===== src/rtl/ddram_rd_dma_pkg.sv =====
// ddram_pkg: shared DDR requestor-port widths and the read-DMA state encoding.
package ddram_pkg;
    localparam int DDR_ADDR_W = 29;
    localparam int DDR_DATA_W = 64;
    localparam int DDR_BURST_W = 8;
    typedef enum logic [2:0] {S_IDLE, S_SPACE, S_REQ, S_DATA, S_DRAIN, S_FINISH} rd_dma_state_e;
endpackage


===== src/rtl/ddram_rd_dma_if.sv =====
// ddram_rd_dma_if: command, DDR read-port and output-stream signals of the read DMA.
interface ddram_rd_dma_if;
    import ddram_pkg::*;
    logic cmd_valid, cmd_ready;
    logic [DDR_ADDR_W-1:0] cmd_addr;
    logic [15:0] cmd_len;
    logic [DDR_ADDR_W-1:0] rd_addr;
    logic [DDR_BURST_W-1:0] rd_burstcnt;
    logic rd_req, rd_ack, rd_data_valid;
    logic [DDR_DATA_W-1:0] rd_data;
    logic out_valid, out_ready, out_last;
    logic [DDR_DATA_W-1:0] out_data;
    logic busy, done;
    modport slave (
        input cmd_valid, cmd_addr, cmd_len, rd_ack, rd_data, rd_data_valid, out_ready,
        output cmd_ready, rd_addr, rd_burstcnt, rd_req, out_valid, out_data, out_last, busy, done
    );
    modport master (
        output cmd_valid, cmd_addr, cmd_len, rd_ack, rd_data, rd_data_valid, out_ready,
        input cmd_ready, rd_addr, rd_burstcnt, rd_req, out_valid, out_data, out_last, busy, done
    );
endinterface


===== src/rtl/ddram_rd_dma_stream_fifo.sv =====
// ddram_stream_fifo: synchronous FIFO, head visible the cycle after its write, with occupancy and flush.
module ddram_stream_fifo #(
    parameter int W = 64,
    parameter int DEPTH = 64
) (
    input  logic                      clk,
    input  logic                      reset,
    input  logic                      flush,
    input  logic                      wr_en,
    input  logic [W-1:0]              wr_data,
    input  logic                      rd_en,
    output logic                      rd_valid,
    output logic [W-1:0]              rd_data,
    output logic [$clog2(DEPTH):0]    count
);
    localparam int AW = $clog2(DEPTH);
    localparam int CW = AW + 1;
    logic [W-1:0] mem [DEPTH];
    logic [AW-1:0] wp, rp;
    logic pop;
    assign rd_valid = count != '0;
    assign rd_data = mem[rp];
    assign pop = rd_en && rd_valid;
    always_ff @(posedge clk) begin
        if (wr_en) mem[wp] <= wr_data;
        if (reset || flush) begin
            wp <= '0;
            rp <= '0;
            count <= '0;
        end else begin
            wp <= wp + AW'(wr_en);
            rp <= rp + AW'(pop);
            count <= count + CW'(wr_en) - CW'(pop);
        end
    end
endmodule


===== src/rtl/ddram_rd_dma.sv =====
// ddram_rd_dma: splits a linear read command into single-outstanding DDR bursts and streams the beats out.
// Define DDRAM_RD_DMA_BOUNDARY_EN to keep every burst inside one BOUNDARY_WORDS-aligned line.
module ddram_rd_dma
    import ddram_pkg::*;
#(
    parameter int MAX_BURST = 32,
    parameter int FIFO_DEPTH = 64,
    parameter int BOUNDARY_WORDS = 512
) (
    input logic clk,
    input logic reset,
    ddram_rd_dma_if.slave bus
);
    localparam int CW = $clog2(FIFO_DEPTH) + 1;
    localparam int BW = $clog2(BOUNDARY_WORDS);
    localparam logic [BW:0] LINE = BOUNDARY_WORDS[BW:0];
`ifdef DDRAM_RD_DMA_BOUNDARY_EN
    localparam bit CLAMP = 1'b1;
`else
    localparam bit CLAMP = 1'b0;
`endif
    rd_dma_state_e state, state_nx;
    logic [DDR_ADDR_W-1:0] addr;
    logic [15:0] remaining, popped, last_idx;
    logic [DDR_BURST_W-1:0] beats, burst, b_len;
    logic [BW:0] room;
    logic [CW-1:0] count, occ_next;
    logic accept, wr_en, pop, last_beat, fits;
    assign accept = bus.cmd_valid && bus.cmd_ready;
    assign wr_en = state == S_DATA && bus.rd_data_valid;
    assign pop = bus.out_valid && bus.out_ready;
    assign last_beat = wr_en && beats == DDR_BURST_W'(1);
    assign b_len = remaining < 16'(MAX_BURST) ? remaining[DDR_BURST_W-1:0] : DDR_BURST_W'(MAX_BURST);
    assign room = LINE - {1'b0, addr[BW-1:0]};
    assign burst = CLAMP && int'(room) < int'(b_len) ? DDR_BURST_W'(room) : b_len;
    // The DDR return path cannot stall, so space is judged on next-cycle occupancy.
    assign occ_next = count + CW'(wr_en) - CW'(pop);
    assign fits = int'(occ_next) + int'(burst) <= FIFO_DEPTH;
    assign bus.busy = state != S_IDLE;
    assign bus.cmd_ready = state == S_IDLE && !reset;
    assign bus.rd_req = state == S_REQ;
    assign bus.rd_addr = addr;
    assign bus.rd_burstcnt = burst;
    assign bus.done = state == S_FINISH;
    assign bus.out_last = bus.out_valid && popped == last_idx;
    always_ff @(posedge clk)
        if (reset) state <= S_IDLE;
        else state <= state_nx;
    always_comb begin
        state_nx = state;
        case (state)
            S_IDLE:  if (accept) state_nx = bus.cmd_len == 16'd0 ? S_FINISH : S_REQ;
            S_SPACE: if (fits) state_nx = S_REQ;
            S_REQ:   if (bus.rd_ack) state_nx = S_DATA;
            S_DATA:  if (last_beat) state_nx = remaining == 16'd0 ? S_DRAIN : fits ? S_REQ : S_SPACE;
            S_DRAIN: if (pop && bus.out_last) state_nx = S_FINISH;
            default: state_nx = S_IDLE;
        endcase
    end
    always_ff @(posedge clk)
        if (reset) begin
            addr <= '0;
            remaining <= '0;
            popped <= '0;
            last_idx <= '0;
            beats <= '0;
        end else begin
            if (accept) begin
                addr <= bus.cmd_addr;
                remaining <= bus.cmd_len;
                popped <= '0;
                last_idx <= bus.cmd_len - 16'd1;
            end
            if (state == S_REQ && bus.rd_ack) begin
                addr <= addr + DDR_ADDR_W'(burst);
                remaining <= remaining - 16'(burst);
                beats <= burst;
            end else if (wr_en) beats <= beats - DDR_BURST_W'(1);
            if (pop) popped <= popped + 16'd1;
        end
    ddram_stream_fifo #(.W(DDR_DATA_W), .DEPTH(FIFO_DEPTH)) u_fifo (
        .clk(clk),
        .reset(reset),
        .flush(accept),
        .wr_en(wr_en),
        .wr_data(bus.rd_data),
        .rd_en(bus.out_ready),
        .rd_valid(bus.out_valid),
        .rd_data(bus.out_data),
        .count(count)
    );
endmodule


===== src/flat_wrapper.sv =====
// flat-port wrapper written by rule: the top's interface ports become plain ports
module ddram_rd_dma_flat import ddram_pkg::*;
#(
    parameter int MAX_BURST = 32,
    parameter int FIFO_DEPTH = 64,
    parameter int BOUNDARY_WORDS = 512
)
  (clk, reset, bus_cmd_valid, bus_cmd_addr, bus_cmd_len, bus_rd_ack, bus_rd_data, bus_rd_data_valid, bus_out_ready, bus_cmd_ready, bus_rd_addr, bus_rd_burstcnt, bus_rd_req, bus_out_valid, bus_out_data, bus_out_last, bus_busy, bus_done);
  ddram_rd_dma_if bus_i ();
  input logic clk;
  input logic reset;
  input wire logic [$bits(bus_i.cmd_valid)-1:0] bus_cmd_valid;
  input wire logic [$bits(bus_i.cmd_addr)-1:0] bus_cmd_addr;
  input wire logic [$bits(bus_i.cmd_len)-1:0] bus_cmd_len;
  input wire logic [$bits(bus_i.rd_ack)-1:0] bus_rd_ack;
  input wire logic [$bits(bus_i.rd_data)-1:0] bus_rd_data;
  input wire logic [$bits(bus_i.rd_data_valid)-1:0] bus_rd_data_valid;
  input wire logic [$bits(bus_i.out_ready)-1:0] bus_out_ready;
  output wire logic [$bits(bus_i.cmd_ready)-1:0] bus_cmd_ready;
  output wire logic [$bits(bus_i.rd_addr)-1:0] bus_rd_addr;
  output wire logic [$bits(bus_i.rd_burstcnt)-1:0] bus_rd_burstcnt;
  output wire logic [$bits(bus_i.rd_req)-1:0] bus_rd_req;
  output wire logic [$bits(bus_i.out_valid)-1:0] bus_out_valid;
  output wire logic [$bits(bus_i.out_data)-1:0] bus_out_data;
  output wire logic [$bits(bus_i.out_last)-1:0] bus_out_last;
  output wire logic [$bits(bus_i.busy)-1:0] bus_busy;
  output wire logic [$bits(bus_i.done)-1:0] bus_done;
  assign bus_i.cmd_valid = bus_cmd_valid;
  assign bus_i.cmd_addr = bus_cmd_addr;
  assign bus_i.cmd_len = bus_cmd_len;
  assign bus_i.rd_ack = bus_rd_ack;
  assign bus_i.rd_data = bus_rd_data;
  assign bus_i.rd_data_valid = bus_rd_data_valid;
  assign bus_i.out_ready = bus_out_ready;
  assign bus_cmd_ready = bus_i.cmd_ready;
  assign bus_rd_addr = bus_i.rd_addr;
  assign bus_rd_burstcnt = bus_i.rd_burstcnt;
  assign bus_rd_req = bus_i.rd_req;
  assign bus_out_valid = bus_i.out_valid;
  assign bus_out_data = bus_i.out_data;
  assign bus_out_last = bus_i.out_last;
  assign bus_busy = bus_i.busy;
  assign bus_done = bus_i.done;
  ddram_rd_dma #(.MAX_BURST(MAX_BURST), .FIFO_DEPTH(FIFO_DEPTH), .BOUNDARY_WORDS(BOUNDARY_WORDS)) u_core (.clk(clk), .reset(reset), .bus(bus_i));
endmodule

===== config.mk =====
export PLATFORM = sky130hd
export DESIGN_NAME = ddram_rd_dma_flat
export DESIGN_NICKNAME = d
export VERILOG_FILES = /design/src/rtl/ddram_rd_dma_pkg.sv /design/src/rtl/ddram_rd_dma_if.sv /design/src/rtl/ddram_rd_dma_stream_fifo.sv /design/src/rtl/ddram_rd_dma.sv /design/src/flat_wrapper.sv
export SDC_FILE = /design/constraint.sdc
export NUM_CORES = 2
export LEC_CHECK = 0
export CORE_AREA = 5 5 520 650
export CTS_BUF_LIST = sky130_fd_sc_hd__clkbuf_4 sky130_fd_sc_hd__clkbuf_8 sky130_fd_sc_hd__clkbuf_16
export DETAILED_ROUTE_END_ITERATION = 12
export DIE_AREA = 0 0 525 655
export HOLD_SLACK_MARGIN = 0.08
export MAX_ROUTING_LAYER = met4
export SLEW_MARGIN = 20
export SYNTH_ARGS = -nofsm -noshare
export SYNTH_HDL_FRONTEND = slang
export SYNTH_SLANG_ARGS = --single-unit
export TNS_END_PERCENT = 100

===== constraint.sdc =====
create_clock -name clk -period 6.2 [get_ports clk]
set_input_delay 1.24 -clock clk [delete_from_list [all_inputs] [get_ports clk]]
set_output_delay 1.24 -clock clk [all_outputs]
set_load 0.02 [all_outputs]

==> impl_results.md <==
- DRT Wirelength: 445000 microns
- Remaining global-route overflow: 0
- I/O pins: 222
- Pwr dens: 355 nW/um^2
- Largest net degree at the start of global routing: 109
- Syn_area_per_cell: 24.3 sq um
- Critical Path Start Type: flop
- Number of synthesized flops with an enable pin: 4096
- Row count: 236
- Hold Path Class: reg2reg
- Final hold violations: 0
- Initial DRC count: 10008
- Req. time, crit path: 4960 ps
- Die Height: 655 microns
- Worst-Skew Late Latency: 940 ps
- Initial Util: 48.8%
- CTS resizes: 0
- Die Width: 525 microns
- CTS tree: built
- Synth unique cells: 62
- Worst vdd ir: 0.243 mV
- Placed cells: 11195
- Post-Layout Cell Count: 11928
- Area Growth Syn to Fin: 14.4%
- Die area: 344000 sq um
- Setup Fix Bufs, Post-CTS: 0
- Slew Limit Headroom: 24.4%
- Max-Cap Viols: 0
- Post-synthesis async set-or-reset flop share: 0%
- Tcrit/Tclk final: 95.8%
- DP HPWL: 223000 microns
- Tot Pwr: 65.5 mW
- Pins over their slew limit: 0
- Share of the synthesized area in the top cell type: 76.3%
- Arr. time, crit path: 4700 ps
- DR vias: 77500
- Root buf cell: clkbuf_16
- Routability cong.: 0.797
- Yosys reg bits: 4203
- Clk buf depth: 4
- Initial antenna violation count: 22
- DRC: 0
- H-tree depth: 5
- Share of layout cells above drive strength 1: 31.8%
- Status: completed
- Final Skew: 55.5 ps
- Pre-antenna DRT Iters: 5
- CTS sink count: 4203
- Synth Cell Area: 161000 sq um
- RSZ-0062 raised after global routing: no
- Min Tclk post-route: 5940 ps
- Sequential cell area fraction in the yosys report: 77.6%
- Antenna Nets Post-Route: 0
- Inserted Clock Buffers: 402
- Core Area: 330000 sq um
- Post-synth top cells: edfxtp_1, mux4_2, clkbuf_1, nor2_1, dfxtp_1
- DP Worst Slack: 816 ps
- Final setup vio count: 0
- Routed wire per std cell: 37.3 microns
- Vias in the first global route: 78269
- Worst-Margin Slew: 1130 ps
- Yosys warns: 0
- Static Leak: 55.4 nW
- CP max FO: 20
- Final #Nets: 7348
- Fmax: 168 MHz
- Leading area contributor after synthesis: edfxtp_1
- Clock transition at path regs: 60 ps
- Ranking of synthesized cells by area: edfxtp_1, mux4_2, dfxtp_1
- Ys flop type: edfxtp_1
- Vias per inst: 6.50
- Worst setup margin: 261 ps
- Setup_tns: 0 ps
- CP Capture Type: output pin
- Tot GR Track Use: 26.5%
- Global-route wire length before repair: 617000 microns
- Core Util, Final: 55.8%
- IO Port Bufs: 219
- Count leader, synth: edfxtp_1
- Post-Syn Instances: 6629
- Post-CTS Hold Buffers: 0
- Setup CP Type: reg2out
==> worst max-delay path: stages (launching register included) <==
cell and delay [ps]:
dfxtp_4 720, buf_12 290, buf_4 330, mux4_2 560
mux4_2 480, mux4_2 640, clkdlybuf4s50_1 640
==> registers in the layout, indices dropped and copies added, names as in the netlist, 7 cells and up <==
name / cells
u_core.popped: 16
u_core.bus.rd_addr: 29
u_core.last_idx: 16
u_core.u_fifo.count: 7
u_core.u_fifo.mem: 4096
u_core.remaining: 16
u_core.beats: 8
==> layout by cell type (no fill, tap or decap), types with 21 or more instances in the layout <==
| cell type | count |
|---|---|
| clkinv_1 | 97 |
| clkbuf_4 | 92 |
| and3_1 | 21 |
| buf_2 | 36 |
| nor3_1 | 33 |
| mux4_2 | 1344 |
| nor2_4 | 64 |
| o21ai_0 | 40 |
| buf_4 | 175 |
| nand3_1 | 50 |
| nor2_1 | 77 |
| clkdlybuf4s50_1 | 175 |
| a21oi_1 | 69 |
| dfxtp_1 | 101 |
| buf_12 | 120 |
| clkinv_2 | 56 |
| inv_1 | 30 |
| clkbuf_16 | 407 |
| edfxtp_1 | 4096 |
| ha_1 | 34 |
| nand2_1 | 74 |
| xor2_1 | 34 |
| xnor2_1 | 24 |
| bufinv_16 | 38 |
==> logic make-up after synthesis <==
logic type	synth area share, %
AO/OA/AOI/OAI	0.779
XOR/XNOR	0.315
adder cells (fa/ha/maj)	0.301
buffers and inverters	1.00
flip-flops	77.6
multiplexers	18.8
other	0.00466
AND/OR/NAND/NOR	1.17
==> routing by layer <==
metal / global-route usage [%] / routed length, microns
met3: 4.07 / 34800
met1: 35.6 / 173000
met2: 43.3 / 225000
met5: - / 0
met4: 6.53 / 12600
==> area by class of cell <==
class	count	area (sq um)
Inverter	32	120
Timing Repair Buffer	507	5660
Clock inverter	223	2170
Multi-Input combinational cell	2050	35000
Tap cell	4403	5510
Sequential cell	4203	125000
Antenna cell	11	27.5
Clock buffer	499	10900
Fill cell	23995	146000
==> report_power, final <==
group          total (mW)  internal, mW  switching [mW]
combinational        9.57          5.04            4.53
clock                24.5          14.0            10.4
sequential           31.5          31.3           0.180
total                65.5          50.3            15.2
==> metrics by stage <==
stage | instance area (sq um) | hold WS (ps)
floorplan | 161000 | 461
global placement | 171000 | 478
detailed placement | 171000 | 482
CTS | 184000 | 490
global route | 184000 | 510
finish | 184000 | 486
==> final timing paths <==
kind	startpoint	endpoint	slack, ps	cells past startpoint
max	u_core.u_fifo.rp[0]	bus_out_data[50]	260	6
min	u_core.last_idx[10]	u_core.last_idx[10]	490	2
max reg2reg	u_core.u_fifo.count[2]	u_core.state[1]	1510	23
min reg2reg	u_core.last_idx[10]	u_core.last_idx[10]	490	2
Power figures use the tool's default switching activity.
